==> src/rtl/tmr_irq_pkg.sv <==
// Shared constants and types for the timer interrupt controller.
// Used by tmr_irq_ctrl and tmr_irq_edge.
package tmr_irq_pkg;

    localparam logic [7:0] ADDR_IER  = 8'h00;
    localparam logic [7:0] ADDR_ISR  = 8'h01;
    localparam logic [7:0] ADDR_ICNT = 8'h02;

    localparam int IRQ_OVF_BIT = 0;
    localparam int IRQ_UDF_BIT = 1;

    typedef enum logic [1:0] {
        IDLE,
        SETUP,
        ACCESS
    } apb_state_e;

endpackage

==> src/rtl/tmr_irq_edge.sv <==
// Rising-edge detector for one timer status flag. A flag that is already high
// when reset is released is absorbed on the first clock instead of firing.
module tmr_irq_edge
    import tmr_irq_pkg::*;
(
    input  logic pclk,
    input  logic preset,
    input  logic flag,
    output logic rise
);

    logic flag_d;
    logic armed;

    always_ff @(posedge pclk or posedge preset) begin
        if (preset) begin
            flag_d <= 1'b0;
            armed  <= 1'b0;
        end else begin
            flag_d <= flag;
            armed  <= 1'b1;
        end
    end

    assign rise = flag & ~flag_d & armed;

endmodule

==> src/rtl/tmr_irq_ctrl.sv <==
// Maskable sticky interrupt controller for timer_8bit overflow/underflow flags,
// with a zero-wait APB slave. Define TMR_IRQ_CNT_EN to add the ICNT event counter.
module tmr_irq_ctrl
    import tmr_irq_pkg::*;
#(
    parameter int ADDR_W = 8,
    parameter int DATA_W = 8,
    parameter int CNT_W  = 8
) (
    input  logic              pclk,
    input  logic              preset,
    input  logic              psel,
    input  logic              penable,
    input  logic              pwrite,
    input  logic [ADDR_W-1:0] paddr,
    input  logic [DATA_W-1:0] pwdata,
    output logic [DATA_W-1:0] prdata,
    output logic              pready,
    output logic              pslverr,
    input  logic              tmr_ovf,
    input  logic              tmr_udf,
    output logic              irq
);

    apb_state_e state_q;
    apb_state_e state_d;

    logic       acc;
    logic       wr_acc;
    logic       rd_acc;
    logic       sel_ier;
    logic       sel_isr;
    logic       sel_icnt;
    logic       mapped;
    logic [1:0] rise;
    logic [1:0] w1c;
    logic [1:0] ier;
    logic [1:0] isr;
    logic       unused_wdata;

    always_ff @(posedge pclk or posedge preset) begin
        if (preset) state_q <= IDLE;
        else        state_q <= state_d;
    end

    always_comb begin
        state_d = IDLE;
        case (state_q)
            IDLE: begin
                if (psel && !penable) state_d = SETUP;
            end
            SETUP: begin
                if (psel && penable) state_d = ACCESS;
                else if (psel)       state_d = SETUP;
            end
            ACCESS: begin
                if (psel && !penable) state_d = SETUP;
            end
            default: state_d = IDLE;
        endcase
    end

    // The bus is in its ACCESS phase exactly when the FSM is entering ACCESS.
    assign acc    = (state_d == ACCESS);
    assign wr_acc = acc & pwrite;
    assign rd_acc = acc & ~pwrite;

    assign sel_ier = (paddr == ADDR_W'(ADDR_IER));
    assign sel_isr = (paddr == ADDR_W'(ADDR_ISR));
`ifdef TMR_IRQ_CNT_EN
    assign sel_icnt = (paddr == ADDR_W'(ADDR_ICNT));
`else
    assign sel_icnt = 1'b0;
`endif
    assign mapped = sel_ier | sel_isr | sel_icnt;

    tmr_irq_edge u_edge_ovf (
        .pclk   (pclk),
        .preset (preset),
        .flag   (tmr_ovf),
        .rise   (rise[IRQ_OVF_BIT])
    );

    tmr_irq_edge u_edge_udf (
        .pclk   (pclk),
        .preset (preset),
        .flag   (tmr_udf),
        .rise   (rise[IRQ_UDF_BIT])
    );

    assign w1c = (wr_acc && sel_isr) ? pwdata[1:0] : 2'b00;

    // A new rise beats a same-cycle clear, so no event is ever lost.
    always_ff @(posedge pclk or posedge preset) begin
        if (preset) begin
            ier <= 2'b00;
            isr <= 2'b00;
            irq <= 1'b0;
        end else begin
            if (wr_acc && sel_ier) ier <= pwdata[1:0];
            isr <= (isr & ~w1c) | rise;
            irq <= |(isr & ier);
        end
    end

`ifdef TMR_IRQ_CNT_EN
    logic [CNT_W-1:0] icnt;
    logic [1:0]       n_rise;
    logic [CNT_W:0]   cnt_sum;

    assign n_rise  = {1'b0, rise[0]} + {1'b0, rise[1]};
    assign cnt_sum = {1'b0, icnt} + {{(CNT_W-1){1'b0}}, n_rise};

    always_ff @(posedge pclk or posedge preset) begin
        if (preset) begin
            icnt <= '0;
        end else if (wr_acc && sel_icnt) begin
            icnt <= {{(CNT_W-2){1'b0}}, n_rise};
        end else if (cnt_sum[CNT_W]) begin
            icnt <= '1;
        end else begin
            icnt <= cnt_sum[CNT_W-1:0];
        end
    end
`else
    localparam int unused_cnt_w = CNT_W;
`endif

    always_comb begin
        prdata = '0;
        if (rd_acc) begin
            if (sel_ier)      prdata = {{(DATA_W-2){1'b0}}, ier};
            else if (sel_isr) prdata = {{(DATA_W-2){1'b0}}, isr};
`ifdef TMR_IRQ_CNT_EN
            else if (sel_icnt) prdata = DATA_W'(icnt);
`endif
        end
    end

    assign pslverr = acc & ~mapped;
    assign pready  = 1'b1;

    assign unused_wdata = ^pwdata[DATA_W-1:2];

endmodule

==> config.mk <==
export PLATFORM = sky130hd
export DESIGN_NAME = tmr_irq_ctrl
export DESIGN_NICKNAME = d
export VERILOG_FILES = /design/src/rtl/tmr_irq_pkg.sv /design/src/rtl/tmr_irq_edge.sv /design/src/rtl/tmr_irq_ctrl.sv
export SDC_FILE = /design/constraint.sdc
export NUM_CORES = 1
export LEC_CHECK = 0
export ABC_AREA = 1
export ABC_CLOCK_PERIOD_IN_PS = 1550
export CAP_MARGIN = 40
export CORE_UTILIZATION = 39
export CTS_BUF_LIST = sky130_fd_sc_hd__clkbuf_8
export CTS_CLUSTER_DIAMETER = 120
export CTS_CLUSTER_SIZE = 12
export DETAILED_ROUTE_END_ITERATION = 7
export GPL_ROUTABILITY_DRIVEN = 0
export GPL_TIMING_DRIVEN = 1
export PLACE_DENSITY = 0.94
export SYNTH_ARGS = -nofsm -noshare
export SYNTH_HDL_FRONTEND = slang
export SYNTH_SLANG_ARGS = --single-unit
==> constraint.sdc <==
create_clock -name pclk -period 1.55 [get_ports pclk]
set_input_delay 0.31 -clock pclk [delete_from_list [all_inputs] [get_ports pclk]]
set_output_delay 0.31 -clock pclk [all_outputs]
set_load 0.005 [all_outputs]
Yosys cells after proc, flatten, opt, wreduce, memory -nomap -nowiden
Cells that the tools add are included.

Muxes and demuxes: 8. Divide/modulo/power cells: 0. Order comparisons: 0. Shifts and indexed selects: 0. Reductions and logical operators: 9. Multipliers: 0. Bitwise logic cells: 16. $add $sub $neg: 0. Equality and inequality tests: 4.

Operators with widths (number): 8-bit by 1-bit == test with 1-bit output, second input constant (1); 8-bit logical NOT (1); 2-bit two-way mux (4); 8-bit two-way mux (1); 1-bit bitwise AND (7); 2-bit bitwise AND (2); 2-bit == test, second input constant (2); 1-bit logical AND (4); 1-bit inverter (4); 2-bit one-hot mux with 2 select lines (1); 2-bit OR reduction (2); 2-bit by 1-bit == test with 1-bit output, second input constant (1); 2-bit logical NOT (1); 1-bit two-way mux (2); 2-bit inverter (1); 2-bit OR (1); 1-bit logical NOT (1); 1-bit OR (1).

Logic and storage cells: 44. Input port bits: 23. Memories kept: 0. Bits in writable memories: 0. Output and inout port bits: 11. Latch bits: 0. Bits in registers: 10. ROM bits: 0.

Longest topological paths before layout
Word-level depth: 11. Gate-level depth with buffers: 7. Mapped depth without buffers: 7.

Cells and area by module
A second synthesis with hierarchy kept.

Cell total of the unflattened synthesis: 72. Area total of the unflattened synthesis: 590.6 µm².

Modules (own cells, without submodules): tmr_irq_ctrl (cells an instance 60, seq. area each 175.2 µm², times used 1, area an instance 455.4 µm²); tmr_irq_edge (cells an instance 6, seq. area each 50.0 µm², times used 2, area an instance 67.6 µm²).

Worst setup path before layout
Ideal clock, no wire load.

Kind: input to output. Start: input paddr[7]. End: output prdata[0]. Arrival time: 866 ps. Data required time: 1240 ps. Buffers on the path: 0. Stages: 5. Slack: 374 ps. Cells stage by stage: nor2_2 -> nand2_2 -> nor2_4 -> nand2_1 -> a21oi_1.

Word-level cells in the longest chain between the ends: 4. Elaborated cells between the ends (all ways): 5. Classes of those cells: 1 x eq/ne; 3 x mux; 1 x reduce/logical.

Ends and longest elaborated chain: from (decl) (line tmr_irq_ctrl.sv:15) `input logic [ADDR_W-1:0] paddr,`; 8-bit by 1-bit == test with 1-bit output (line tmr_irq_ctrl.sv:69) `assign sel_isr = (paddr == ADDR_W'(ADDR_ISR));`; 2-bit two-way mux (line tmr_irq_ctrl.sv:133) `else if (sel_isr) prdata = {{(DATA_W-2){1'b0}}, isr};`; 2-bit two-way mux * (line tmr_irq_ctrl.sv:132) `if (sel_ier) prdata = {{(DATA_W-2){1'b0}}, ier};`; 8-bit two-way mux * (line tmr_irq_ctrl.sv:131) `if (rd_acc) begin`; to (decl) (line tmr_irq_ctrl.sv:17) `output logic [DATA_W-1:0] prdata,`.

Every way passes the cells marked *; elsewhere a longest branch is shown, timed or not.

Worst setup path in the final report
Start: register state_q[1]. End: output prdata[0].

Word-level cells in the longest chain between the ends: 6. Elaborated cells between the ends (all ways): 8. Classes of those cells: 3 x eq/ne; 2 x mux; 1 x bitwise; 2 x reduce/logical.

Ends and longest elaborated chain: from (decl) (line tmr_irq_ctrl.sv:25) `apb_state_e state_q;`; from (signal assigned) (line tmr_irq_ctrl.sv:43) `else state_q <= state_d;`; 2-bit == test or 2-bit logical NOT (tied branches) (line tmr_irq_ctrl.sv:48) `case (state_q)`; 2-bit OR reduction (no source line); 2-bit one-hot mux with 2 select lines * (line tmr_irq_ctrl.sv:48); net state_d[1] (line tmr_irq_ctrl.sv:26) `apb_state_e state_d;`; 2-bit == test * (line tmr_irq_ctrl.sv:64) `assign acc = (state_d == ACCESS);`; 1-bit bitwise AND * (line tmr_irq_ctrl.sv:66) `assign rd_acc = acc & ~pwrite;`; 8-bit two-way mux * (line tmr_irq_ctrl.sv:131).

Mark *: on every way through the listed nets, which the timed path passes. The rest lies on a longest branch.

==> flow_metrics.tcl <==
set metrics [dict create \
    crit_type "reg -> out" \
    cts_inserted_buffers 3 \
    crit_arrival_ps 1180 \
    fmax_mhz 671 \
    ios 34 \
    wl_mm 1.22 \
    grt.overflow.total 0 \
    seqCellArea_um2 250 \
    worst_path_max_delay_cell "dfrtp_1" \
    antenna_found_initial 0 \
    wl_per_cell_um 11.2 \
    finalSetupTns_ps 0 \
    place_inst 101 \
    rsz0062_at_grt "true" \
    die_h_um 39.1 \
    grt.total_usage 0.195 \
    dp_slack_ps -590 \
    drt_iter0_drc 8 \
    slowest_delay_ps 370 \
    rows 13 \
    drtAntennaViolNets 0 \
    ctsLongestPathBuffers 2 \
    cts_sinks 10 \
    crit_fanout 3 \
    drive_gt1_frac 0.319 \
    grt_pass1_wl_mm 1.89 \
    p_leak_nw 0.400 \
    synth_top_area_share 0.465 \
    avgSynthCellArea_um2 8.41 \
    period_share 0.962 \
    p_total_uw 676 \
    synth-seq-area-share 0.465 \
    synth_top_cell_by_area "dfrtp_1" \
    netlist_area_um2 538 \
    clockRootBuffer "clkbuf_8" \
    setup_ws_ps 59.0 \
    vias 492 \
    setup_violations 0 \
    htreeDepth 1 \
    coreArea_mm2 0.00128 \
    n_fill_cell 107 \
    drt_first_pass_iters 4 \
    power_density_mw_per_mm2 799 \
    insertion_delay_ps 240 \
    synth_cell_types 15 \
    hp-class "in -> async" \
    status "complete, no violations" \
    fin_nets 118 \
    timing.max_cap.violations 0 \
    synth_warnings 0 \
    vdd_ir_drop_max_uv 671 \
    diodes 0 \
    grt_pass1_vias 486 \
    hpwl_um 861 \
    start_kind "register" \
    viasPerCell 4.51 \
    clk_pin_slew_ps 50 \
    dieWidth_um 39.1 \
    yosys-top-cells-area "dfrtp_1 (47%), nand2_1 (14%), buf_4 (9.8%), nor2_4 (4.2%), nand3_1 (3.7%)" \
    syn-instance-count 64 \
    syn_to_final_growth_pct 57.2 \
    cp-end-kind "primary output" \
    initial_core_util 0.419 \
    grt_max_degree 11 \
    critPathRequiredTime_ps 1240 \
    clock_skew_ps 3.39 \
    final_util 0.658 \
    multi_input_area_um2 273 \
    period_minus_slack_ps 1490 \
    path_cells "inv_1 -> nand2_2 -> nor2_4 -> nand2_1 -> a21oi_1 -> buf_2" \
    io_buffers 20 \
    die_area_mm2 0.00153 \
    crit_buf_inv 2 \
    cts_tree "built" \
    path_delay_family "flip-flops" \
    hold_buffers 0 \
    maxSlewViolCount 0 \
    drc_errors 0 \
    hold_viol 0 \
    instances_no_fill 109 \
    synth-seq-cells 10 \
]
==> repair_timing <==
action                     in CTS  in global routing
gates resized for setup        26                 16
pin swaps                      11                 12
setup buffers                   3                  1
setup endpoints to repair       3                  3
==> registers in the layout, indices dropped and copies added, names as in the netlist <==
register / count
u_edge_udf.armed: 1
state_q: 2
ier: 2
isr: 2
irq: 1
u_edge_udf.flag_d: 1
u_edge_ovf.flag_d: 1
==> placed cells by master, fill, tap and decap left out, drive strengths merged <==
cell type,count
nand3,4
clkdlybuf4s50,7
buf,10
inv,4
conb,8
nor2,9
nand3b,2
clkbuf,5
dfrtp,10
a21oi,2
nand2,21
dlygate4sd2,2
nor3,1
nor3b,1
clkdlybuf4s15,7
a22o,1
==> stage by stage <==
stage,instance area [um2],hold slack [ps]
final,846,343
after detailed placement,749,483
after CTS,813,355
after global routing,846,404
after floorplan,561,150
after global placement,749,479
==> report_power, final <==
part           switching, mW  internal [mW]
combinational         0.0381         0.0443
sequential           0.00303          0.269
clock                 0.0991          0.223
==> layer usage <==
| metal | up-vias | GRT usage | routed length [um] | part of all wire |
|---|---|---|---|---|
| met1 | 233 | 0.200 | 478 | 0.39 |
| met2 | 15 | 0.342 | 679 | 0.56 |
| met3 | 0 | 0.104 | 63 | 0.052 |
| met5 | - | 0 | 0 | 0 |
| met4 | 0 | 0.0517 | 0 | 0 |
| li1 | 244 | - | - | - |
==> worst paths after layout <==
kind | to | startpoint | slack, ps | depth (start not counted)
max in group asynchronous | isr[0] | preset | 940 | 2
worst min register to register | isr[0] | u_edge_ovf.flag_d | 490 | 2
min in group pclk | state_q[0] | penable | 400 | 2
worst min-delay path | irq | preset | 340 | 2
worst max register to register | ier[0] | state_q[1] | 320 | 7
worst max-delay path | prdata[0] | state_q[1] | 60 | 6
==> logic make-up (layout without fill, tap and decap cells) <==
group / Yosys count / in the layout / synth area share
and+or+nand+nor: 38 / 38 / 0.360
buffers and inverters: 11 / 35 / 0.126
DFF: 10 / 10 / 0.465
AOI/OAI and AO/OA: 3 / 3 / 0.0349
other: 2 / 8 / 0.0140
==> synthesized netlist by cell type <==
cell and instances:
nand2_1 20, dfrtp_1 10, buf_4 7, nor2_1 5, inv_1 4, nand3_1 4
a21oi_1 2, conb_1 2, nand3b_1 2, nor2_2 2, nor2_4 2, a22o_1 1
nand2_2 1, nor3_4 1, nor3b_1 1
==> final cells by class <==
class,instances,share of cell area
Inverter,4,0.0178
Sequential cell,10,0.296
Tap cell,15,0.0222
Clock buffer,4,0.0651
Multi-Input combinational cell,49,0.322
Timing Repair Buffer,27,0.277
(Power assumes the default switching activity.)
